==> src/rtl/mips_pkg.sv <==
// mips_pkg: shared definitions for the MIPS32 core datapath.
//   - Load-type encodings carried from decode through MEM into WB.
//   - REG_ZERO: the hard-wired zero register index.
//   - wb_reg_t: field layout of the MEM/WB pipeline register.
package mips_pkg;

  localparam int XLEN  = 32;
  localparam int REG_W = 5;

  // Load-type encodings; values 5..7 are reserved.
  localparam logic [2:0] LT_LB  = 3'd0;
  localparam logic [2:0] LT_LBU = 3'd1;
  localparam logic [2:0] LT_LH  = 3'd2;
  localparam logic [2:0] LT_LHU = 3'd3;
  localparam logic [2:0] LT_LW  = 3'd4;

  localparam logic [REG_W-1:0] REG_ZERO = 5'd0;

  typedef struct packed {
    logic             valid;
    logic             reg_wen;
    logic [REG_W-1:0] rd;
    logic [XLEN-1:0]  res;
    logic             load;
    logic [2:0]       ltype;
  } wb_reg_t;

endpackage

==> src/rtl/load_align.sv <==
// load_align: combinational load-data extraction.
//   word       in  32 : memory word holding the addressed data (little-endian)
//   offset     in  2  : byte offset within the word
//   ltype      in  3  : load type (mips_pkg LT_* encodings)
//   data       out 32 : extracted, sign/zero-extended load value
//   misaligned out 1  : offset illegal for ltype, or ltype reserved
module load_align
  import mips_pkg::*;
(
  input  logic [31:0] word,
  input  logic [1:0]  offset,
  input  logic [2:0]  ltype,
  output logic [31:0] data,
  output logic        misaligned
);

  function automatic logic [31:0] ext8(input logic [7:0] b, input logic sgn);
    logic signed [7:0]  sb;
    logic signed [31:0] sw;
    sb = signed'(b);
    sw = sb;
    return sgn ? 32'(sw) : {24'd0, b};
  endfunction

  function automatic logic [31:0] ext16(input logic [15:0] h, input logic sgn);
    logic signed [15:0] sh;
    logic signed [31:0] sw;
    sh = signed'(h);
    sw = sh;
    return sgn ? 32'(sw) : {16'd0, h};
  endfunction

  logic [7:0]  byte_sel;
  logic [15:0] half_sel;

  assign byte_sel = word[{offset, 3'b000} +: 8];
  assign half_sel = word[{offset[1], 4'b0000} +: 16];

  always_comb begin
    data       = '0;
    misaligned = 1'b0;
    case (ltype)
      LT_LB:   data = ext8(byte_sel, 1'b1);
      LT_LBU:  data = ext8(byte_sel, 1'b0);
      LT_LH: begin
        data       = ext16(half_sel, 1'b1);
        misaligned = offset[0];
      end
      LT_LHU: begin
        data       = ext16(half_sel, 1'b0);
        misaligned = offset[0];
      end
      LT_LW: begin
        data       = word;
        misaligned = (offset != 2'd0);
      end
      default: misaligned = 1'b1;
    endcase
  end

endmodule

==> src/rtl/wb_stage.sv <==
// wb_stage: MEM/WB pipeline register and write-back stage.
//   clk, rst            : core clock, synchronous active-high reset
//   mem_*               : instruction leaving MEM (valid, reg_wen, rd,
//                         alu_result/effective address, load, load_type)
//   dmem_rdata          : synchronous data memory read word
//   stall, flush        : hold / squash the WB register (flush wins)
//   rf_wen/rf_rd/rf_wdata : register file write port (RF writes on negedge)
//   fwd_valid/fwd_rd/fwd_data : copy of the write port for EX forwarding
//   addr_err            : misaligned or reserved-type load present in WB
module wb_stage
  import mips_pkg::*;
(
  input  logic        clk,
  input  logic        rst,
  input  logic        mem_valid,
  input  logic        mem_reg_wen,
  input  logic [4:0]  mem_rd,
  input  logic [31:0] mem_alu_result,
  input  logic        mem_load,
  input  logic [2:0]  mem_load_type,
  input  logic [31:0] dmem_rdata,
  input  logic        stall,
  input  logic        flush,
  output logic        rf_wen,
  output logic [4:0]  rf_rd,
  output logic [31:0] rf_wdata,
  output logic        fwd_valid,
  output logic [4:0]  fwd_rd,
  output logic [31:0] fwd_data,
  output logic        addr_err
);

  wb_reg_t     wb;
  logic        held;
  logic [31:0] hold_data;

  logic [31:0] mem_word;
  logic [31:0] ld_data;
  logic        ld_mis;
  logic        misaligned;

  // MEM -> WB register boundary.
  // The memory word is only presented for one cycle, so the first stalled
  // edge of a load snapshots it; later stalled edges keep that snapshot.
  always_ff @(posedge clk) begin
    if (rst) begin
      wb   <= '0;
      held <= 1'b0;
    end else if (flush) begin
      wb.valid <= 1'b0;
      held     <= 1'b0;
    end else if (stall) begin
      if (wb.valid && wb.load && !held) begin
        held <= 1'b1;
      end
    end else begin
      wb.valid   <= mem_valid;
      wb.reg_wen <= mem_reg_wen;
      wb.rd      <= mem_rd;
      wb.res     <= mem_alu_result;
      wb.load    <= mem_load;
      wb.ltype   <= mem_load_type;
      held       <= 1'b0;
    end
  end

  // Snapshot datapath; only meaningful while held is set.
  always_ff @(posedge clk) begin
    if (!rst && !flush && stall && wb.valid && wb.load && !held) begin
      hold_data <= dmem_rdata;
    end
  end

  // WB stage: extraction and write-port drive.
  assign mem_word = held ? hold_data : dmem_rdata;

  load_align u_align (
    .word       (mem_word),
    .offset     (wb.res[1:0]),
    .ltype      (wb.ltype),
    .data       (ld_data),
    .misaligned (ld_mis)
  );

  assign misaligned = wb.load & ld_mis;

  assign addr_err  = wb.valid & misaligned;
  assign rf_wen    = wb.valid & wb.reg_wen & (wb.rd != REG_ZERO) & ~misaligned;
  assign rf_rd     = wb.rd;
  assign rf_wdata  = wb.load ? ld_data : wb.res;

  assign fwd_valid = rf_wen;
  assign fwd_rd    = rf_rd;
  assign fwd_data  = rf_wdata;

endmodule
==> config.mk <==
export PLATFORM = sky130hd
export DESIGN_NAME = wb_stage
export DESIGN_NICKNAME = d
export VERILOG_FILES = /design/src/rtl/mips_pkg.sv /design/src/rtl/load_align.sv /design/src/rtl/wb_stage.sv
export SDC_FILE = /design/constraint.sdc
export NUM_CORES = 1
export LEC_CHECK = 0
export CORE_MARGIN = 5
export CORE_UTILIZATION = 40
export DETAILED_ROUTE_END_ITERATION = 16
export GPL_TIMING_DRIVEN = 0
export PLACE_DENSITY = 0.83
export SYNTH_ARGS = -nofsm -noshare
export SYNTH_HDL_FRONTEND = slang
export SYNTH_SLANG_ARGS = --single-unit
==> constraint.sdc <==
create_clock -name clk -period 4.5 [get_ports clk]
set_input_delay 0.9 -clock clk [delete_from_list [all_inputs] [get_ports clk]]
set_output_delay 0.9 -clock clk [all_outputs]
set_load 0.01 [all_outputs]
== Word-level counts from Yosys, hierarchy flattened ==
Index checks and enable logic that the tools add are counted.

* Register bits: 76
* Bits of input ports: 79
* Output and inout port bits: 77
* Logic and storage cells: 44

* Eq/ne operators: 4
* Shift-type cells: 2
* Muxes and demuxes: 4
* Bitwise logic cells: 8
* Reduce and logical (&&, ||, !) cells: 18

{| class="wikitable"
|+ Operators with widths
! kind !! number
|-
| 32-bit one-hot mux with 5 select lines || 1
|-
| 32-bit 2-to-1 mux || 2
|-
| 32-bit by 6-bit indexed part select with 16-bit output || 1
|-
| 32-bit by 6-bit indexed part select with 8-bit output || 1
|-
| 1-bit logical AND || 7
|-
| 3-bit by 2-bit equality test with 1-bit output (second input constant) || 2
|-
| 2-bit OR reduction || 3
|-
| 1-bit AND || 5
|-
| 5-bit nonzero test || 1
|-
| 3-bit by 1-bit equality test with 1-bit output (second input constant) || 1
|-
| 3-bit equality test (second input constant) || 1
|-
| 1-bit zero test || 3
|-
| 3-bit zero test || 1
|-
| 1-bit inverter || 3
|-
| 1-bit one-hot mux with 3 select lines || 1
|-
| 3-bit OR reduction || 1
|-
| 2-bit AND reduction || 1
|-
| 2-bit nonzero test || 1
|}

== Logic depth before layout (Yosys ltp) ==
Gate-level depths: netlist of run 1.

* Word-level depth: 6
* Depth in mapped cells: 7

== By module ==
Synthesis of run 1 repeated with hierarchy kept, for this count alone.

* Cell total of the unflattened synthesis: 497
* Area total of the unflattened synthesis: 4887.2 um^2

{| class="wikitable"
|+ By module, submodules not included
! module !! instances !! cells an instance !! area each (um^2)
|-
| wb_stage || 1 || 351 || 3900.0
|-
| load_align || 1 || 146 || 987.2
|}

== Least setup slack after synthesis of run 1 ==
No wires, ideal clock.

* Path kind: in2reg
* Start point: in rst
* End point: reg hold_data[0] (enable)
* Setup time: 0.461 ns
* Arrival: 3.448 ns
* Data required time: 4.039 ns
* Slack: 0.591 ns
* Stages: 4
* Buffers on the path: 1
* Cells stage by stage: clkbuf_1 > nor2_1 > nand2_1 > nor3_1

* Cells in the longest elaborated chain, start to end: 6

{| class="wikitable"
|+ Ends and longest elaborated chain
! what !! line !! text
|-
| from (decl) || wb_stage.sv:14 || <nowiki>input logic rst,</nowiki>
|-
| 1-bit zero test || wb_stage.sv:69 || <nowiki>if (!rst && !flush && stall && wb.valid && wb.load && !held) begin</nowiki>
|-
| 1-bit logical AND (5 in a row) || wb_stage.sv:69 ||
|-
| to (signal assigned) || wb_stage.sv:70 || <nowiki>hold_data <= dmem_rdata;</nowiki>
|-
| to (decl) || wb_stage.sv:35 || <nowiki>logic [31:0] hold_data;</nowiki>
|}

Every way passes these cells.
A chain may end at the register's enable or synchronous reset.

== Worst setup path in the final report of run 1 ==
* Start point: in dmem_rdata[23]
* End point: out rf_wdata[26]

* Cells in the longest elaborated chain, start to end: 4

{| class="wikitable"
|+ Ends and longest elaborated chain
! what !! line !! text
|-
| from (decl) || wb_stage.sv:21 || <nowiki>input logic [31:0] dmem_rdata,</nowiki>
|-
| 32-bit 2-to-1 mux || wb_stage.sv:75 || <nowiki>assign mem_word = held ? hold_data : dmem_rdata;</nowiki>
|-
| 32-bit by 6-bit indexed part select with 8-bit output || load_align.sv:36 || <nowiki>assign byte_sel = word[{offset, 3'b000} +: 8];</nowiki>
|-
| 32-bit one-hot mux with 5 select lines || load_align.sv:42 || <nowiki>case (ltype)</nowiki>
|-
| 32-bit 2-to-1 mux || wb_stage.sv:90 || <nowiki>assign rf_wdata = wb.load ? ld_data : wb.res;</nowiki>
|-
| to (decl) || wb_stage.sv:26 || <nowiki>output logic [31:0] rf_wdata,</nowiki>
|}

Every way passes these cells.

==> results of run 1 <==
cell families (layout without fill, tap and decap cells):
group                  Yosys count  after routing  share of synthesized area
and+or+nand+nor                151            151                      0.155
muxes                           35             35                     0.0939
buffers and inverters           78            250                      0.117
AOI/OAI and AO/OA              118            118                      0.174
DFF                             76             76                      0.459
cell type report:
| cell class | instances | area (µm²) | share of cell area |
|---|---|---|---|
| sequential | 76 | 1840 | 0.309 |
| multi-input combinational | 304 | 1700 | 0.285 |
| timing repair buffer | 156 | 1560 | 0.262 |
| buffer | 75 | 459 | 0.0770 |
| clock buffer | 15 | 210 | 0.0352 |
| tap | 133 | 166 | 0.0279 |
| inverter | 3 | 11.3 | 0.00189 |
| clock inverter | 1 | 8.76 | 0.00147 |
Yosys cell counts, types with 3 or more instances:
cell type / n / area (µm²)
a21oi_1: 58 / 290
buf_4: 43 / 323
clkbuf_1: 29 / 109
dfxtp_1: 44 / 881
edfxtp_1: 32 / 961
mux2_2: 10 / 113
mux2i_1: 23 / 230
nand2_1: 112 / 420
nand2b_1: 3 / 18.8
nor2_1: 17 / 63.8
nor3_1: 5 / 25.0
nor4_1: 7 / 43.8
o21ai_0: 34 / 170
o21ai_1: 4 / 20.0
o221ai_1: 14 / 123
stage by stage:
step / setup slack (ps) / utilization
detailed placement: 165 / 0.588
global route: 60.5 / 0.610
global placement: -628 / 0.585
CTS: 162 / 0.610
finish: 157 / 0.610
floorplan: 591 / -
per-layer routing:
layer  wire (µm)  global-route usage  part of all wire
met3        1050              0.0542             0.080
met4         242              0.0668             0.018
met5           0                   0                 0
met2        6570               0.367              0.50
met1        5310               0.268              0.40
registers in the layout, indices dropped and copies added (netlist names):
name and count:
fwd_rd 5, held 1, hold_data 32, wb 38
placed cells by master, fill, tap and decap left out, types with 2 or more instances in the layout:
| master | synthesis | layout |
|---|---|---|
| clkbuf_8 | 0 | 9 |
| nand2b_1 | 3 | 3 |
| nor3_1 | 5 | 4 |
| inv_1 | 2 | 2 |
| clkdlybuf4s50_1 | 0 | 154 |
| nor4_1 | 7 | 7 |
| a32o_1 | 2 | 2 |
| edfxtp_1 | 32 | 32 |
| buf_6 | 2 | 4 |
| nand2_1 | 112 | 112 |
| mux2_2 | 10 | 10 |
| buf_4 | 43 | 43 |
| dfxtp_1 | 44 | 44 |
| a221o_1 | 2 | 2 |
| o221ai_1 | 14 | 14 |
| o21ai_1 | 4 | 4 |
| o21ai_0 | 34 | 34 |
| a21oi_1 | 58 | 58 |
| nor2_1 | 17 | 17 |
| nand3_1 | 2 | 2 |
| clkbuf_1 | 29 | 32 |
| clkbuf_16 | 0 | 3 |
| mux2i_1 | 23 | 23 |
worst min-delay path by stage:
| stage | endpoint | slack, ps | from |
|---|---|---|---|
| 2_1_floorplan | wb[20] | 430 | wb[20] |
| 3_3_place_gp | wb[26] | 440 | wb[26] |
| 3_5_place_dp | wb[21] | 440 | wb[21] |
| 4_1_cts | wb[21] | 450 | wb[21] |
| 5_1_grt | wb[26] | 490 | wb[26] |
| 6_report | wb[21] | 460 | wb[21] |
worst register-to-register path, cell delays in order (launching register included):
cell and delay, ps:
dfxtp_1 310, clkbuf_1 330, clkbuf_1 380, nand2_1 150
nor3_2 510, buf_6 270, buf_6 200
power by group through the flow:
| stage | Sequential [µW] | Combinational [µW] | Clock (µW) |
|---|---|---|---|
| 3_5_place_dp | 763 | 411 | 0 |
| 2_1_floorplan | 758 | 183 | 0 |
| 5_1_grt | 749 | 441 | 602 |
| 4_1_cts | 747 | 412 | 563 |
| 6_report | 748 | 413 | 561 |
| 3_3_place_gp | 762 | 401 | 0 |
==> flow_summary.json, run 1 <==
{
  "power_uw": 1720,
  "cp-startpoint": "dmem_rdata[23]",
  "hpwl_mm": 10.4,
  "whs_ps": 461,
  "fin_nets": 704,
  "cp_cell_sequence": "clkdlybuf4s50_1 > mux2_1 > mux4_2 > a32oi_4 > buf_6 > nand2_1 > buf_4 > clkdlybuf4s50_1",
  "crit_path_end_kind": "output pin",
  "worstSetupEndpoint": "rf_wdata[26]",
  "combPwrFrac": 0.240,
  "hold_path_depth": 2,
  "crit_required_ps": 3600,
  "synth_area_um2": 4010,
  "fin_tns_setup_ps": 0,
  "period_minus_slack_ps": 4340,
  "syn2layout_area_growth_pct": 48.8,
  "diodes": 0,
  "cts_resized": 0,
  "synth-seq-cells": 76,
  "first_pass_iters": 5,
  "initial_core_util": 0.410,
  "grt_pass1_vias": 4016,
  "timing.final.crit_share": 0.965,
  "track_usage": 0.215,
  "seqPwrFrac": 0.434,
  "slowest_stage": "mux4_2",
  "reg2reg_to": "hold_data[4]",
  "tightest_slew_ps": 837,
  "grt_max_degree": 15,
  "final-instance-count-excl-fill": 763,
  "syn_inst": 458,
  "cts_max_level": 3,
  "fin_skew_ps": 5.29,
  "place_inst": 747,
  "setup_viol": 0,
  "synth_ff_type": "dfxtp_1",
  "io_pins": 156,
  "power.share.clock": 0.326,
  "drc": 0,
  "cts.clk_slew.worst_paths_ps": 80,
  "antenna_found_initial": 0,
  "cts_root_buf": "clkbuf_8",
  "reg2reg_depth": 6,
  "fmax_ghz": 0.230,
  "routed_wl_mm": 13.2,
  "start_kind": "input pin",
  "drt_iter0_markers": 311,
  "die_x_um": 110,
  "synth.yosys.seq_area_share": 0.459,
  "gp_congestion": 0.870,
  "yosys_warnings": 0,
  "path_class": "input pin to output pin",
  "cpPeakStageDelay_ps": 530,
  "power.density_nw_per_um2": 289,
  "grt-ovfl-total": 0,
  "core_um2": 9770,
  "final-hold-violation-count": 0,
  "clk_latency_ps": 350,
  "drive_gt1_frac": 0.121,
  "clkSinkCount": 76,
  "finalMaxSlewViolations": 0,
  "crit_family": "buffers and inverters",
  "avgSynthCellArea_um2": 8.75,
  "relSlewSlack": 0.442,
  "cpMostUsedCell": "clkdlybuf4s50_1",
  "synth_edf_count": 32,
  "async_flop_share": 0,
  "ant_nets": 0,
  "run_status": "completed",
  "cts_setup_buffers": 0,
  "crit_buf_inv": 4,
  "io_buffers": 154,
  "hold_buffers": 0,
  "post_drt_wl_per_cell_um": 17.3,
  "dpl_cell_area_um2": 5740,
  "cp.depth": 8,
  "r2r_setup_slack_ps": 2050,
  "worstPathArrival_ps": 3440,
  "r2r_start": "wb[3]",
  "rows": 36,
  "final_cell_area_um2": 5960,
  "maxCapViolations": 0,
  "synth_nets": 537,
  "p_sw_uw": 449,
  "p_int_uw": 1270,
  "rsz0062_at_grt": "no",
  "leakage_uw": 0.00213,
  "vias": 3982,
  "switching_share": 0.261,
  "peakVddDrop_v": 0.000139,
  "cts_buffer_depth": 2,
  "cts_buffers": 9,
  "grt_first_pass_wirelength_mm": 20.0,
  "vias_per_cell": 5.22,
  "die_area_um2": 12100,
  "hp-class": "flip-flop to flip-flop",
  "crit_fanout": 10,
  "die_h_um": 110,
  "fillers": 838,
  "yosysUniqueCellTypes": 33,
  "cts_tree": "yes"
}
(Power assumes the default switching activity.)
==> run 2, diff against run 1 <==
- TNS_END_PERCENT: default -> 5
==> results of run 2 <==
No change in the layout: final DEF, timing and power equal those of run 1.
==> run 3, diff against run 2 <==
- PLACE_DENSITY: 0.83 -> 0.86
- clock period: 4.5 -> 3.6 ns (I/O delays scaled with it)
==> run 3 against run 2 <==
Sequential power grew 26%. Register-to-register slack lost 720 ps. Final cell count grew 0.52%. Wire length shrank 0.38%. Total power grew 22%. Sequential share of layout area shrank 0.38 points. Combinational power grew 22%. Sequential cell count is the same. Via count grew 2.1%. Design area grew 1.2%. Largest power group unchanged.
==> flow_summary.json, run 3 (same netlist as run 1, synthesis figures left out) <==
{
  "timing.final.crit_share": 0.996,
  "whs_ps": 456,
  "cts_max_level": 3,
  "fin_nets": 707,
  "dpl_cell_area_um2": 5760,
  "antenna_found_initial": 1,
  "ant_nets": 0,
  "power.density_nw_per_um2": 348,
  "clkSinkCount": 76,
  "syn2layout_area_growth_pct": 50.6,
  "io_pins": 156,
  "die_x_um": 110,
  "cts_root_buf": "clkbuf_8",
  "peakVddDrop_v": 0.000205,
  "cts_tree": "yes",
  "cts_buffer_depth": 2,
  "final-instance-count-excl-fill": 767,
  "io_buffers": 154,
  "drt_iter0_markers": 274,
  "grt-ovfl-total": 0,
  "maxCapViolations": 0,
  "final-hold-violation-count": 0,
  "post_drt_wl_per_cell_um": 17.1,
  "path_class": "input pin to output pin",
  "fmax_ghz": 0.279,
  "largest_register_ffs": 38,
  "rows": 36,
  "cts.clk_slew.worst_paths_ps": 70,
  "cp_cell_sequence": "dlygate4sd2_1 > mux2_4 > mux4_2 > a32oi_4 > buf_12 > nand2_1 > buf_4 > clkdlybuf4s50_1",
  "hpwl_mm": 10.3,
  "crit_fanout": 8,
  "place_inst": 746,
  "drive_gt1_frac": 0.147,
  "clk_latency_ps": 360,
  "relSlewSlack": 0.519,
  "period_minus_slack_ps": 3590,
  "layout_common_cells": "clkdlybuf4s50_1, nand2_1, a21oi_1",
  "die_h_um": 110,
  "final_common_cell": "clkdlybuf4s50_1",
  "crit_required_ps": 2880,
  "fillers": 827,
  "drc": 0,
  "core_um2": 9770,
  "cpPeakStageDelay_ps": 520,
  "fin_skew_ps": 12.7,
  "first_pass_iters": 5,
  "run_status": "completed",
  "start_kind": "input pin",
  "hold_buffers": 0,
  "worstPathArrival_ps": 2870,
  "grt_max_degree": 22,
  "crit_path_end_kind": "output pin",
  "final_cell_area_um2": 6040,
  "initial_core_util": 0.410,
  "die_area_um2": 12100,
  "track_usage": 0.214,
  "crit_family": "buffers and inverters",
  "finalMaxSlewViolations": 0,
  "rsz0062_at_grt": "yes",
  "leakage_uw": 0.00238,
  "routed_wl_mm": 13.1,
  "grt_first_pass_wirelength_mm": 19.9,
  "slowest_stage": "mux4_2",
  "vias_per_cell": 5.30,
  "gp_congestion": 0.913,
  "hp-class": "flip-flop to flip-flop",
  "setup_viol": 0,
  "vias": 4064,
  "crit_buf_inv": 4,
  "cts_buffers": 9,
  "tightest_slew_ps": 719,
  "grt_pass1_vias": 4020,
  "regMostFlops": "wb"
}
==> run 3: changes by cell type in the layout (fill, tap and decap cells not counted), sizes merged <==
| cell | before | now |
|---|---|---|
| buf | 48 | 57 |
| clkbuf | 44 | 40 |
| clkdlybuf4s50 | 154 | 124 |
| clkinv | 2 | 1 |
| clkinvlp | 0 | 1 |
| diode | 0 | 1 |
| dlygate4sd2 | 0 | 18 |
| dlymetal6s2s | 0 | 9 |
| inv | 2 | 3 |
==> run 3: repair_timing <==
action,CTS,global route
pin swaps,1,0
setup buffers,2,4
hold endpoints to repair,0,0
cloned,1,0
gates resized for setup,26,17
setup endpoints to repair,59,35
==> run 3: per-stage QoR <==
step	worst slack, ps	util	power [µW]	setup TNS, ps
6_report	14.9	0.618	2100	0
5_1_grt	-60.8	0.618	2180	-60.8
4_1_cts	-0.816	0.613	2110	-0.816
3_5_place_dp	-379	0.589	1470	-11920
3_3_place_gp	-346	0.585	1450	-10640
2_1_floorplan	649	-	1180	0
==> run 3: where the power goes <==
part | switching (µW) | internal (µW)
clock network | 319 | 340
registers | 21.2 | 918
logic | 217 | 284
==> run 3: final cells by class <==
cell class | instances | area (µm²) | area share
antenna | 1 | 2.50 | 0.000415
buffer | 72 | 452 | 0.0748
clock buffer | 14 | 186 | 0.0309
clock inverter | 2 | 15.0 | 0.00249
inverter | 3 | 15.0 | 0.00249
multi-input combinational | 304 | 1730 | 0.286
sequential | 76 | 1840 | 0.305
tap | 133 | 166 | 0.0276
timing repair buffer | 162 | 1630 | 0.270
==> run 3: worst min-delay path, cell delays in order (launching register included) <==
cell	delay, ps
dfxtp_1	310
nand2_1	50
a21oi_1	50
==> run 3: final timing paths <==
check                  from             to  slack [ps]  depth (start not counted)
max          dmem_rdata[23]   rf_wdata[31]          10                          8
min                  wb[22]         wb[22]         460                          2
max reg2reg           wb[3]  hold_data[12]        1330                          4
min reg2reg          wb[22]         wb[22]         460                          2
==> run 3: routing by layer <==
layer | routed length, µm | GRT usage
met1 | 5310 | 0.263
met3 | 983 | 0.0507
met4 | 265 | 0.0668
met2 | 6570 | 0.371
met5 | 0 | 0
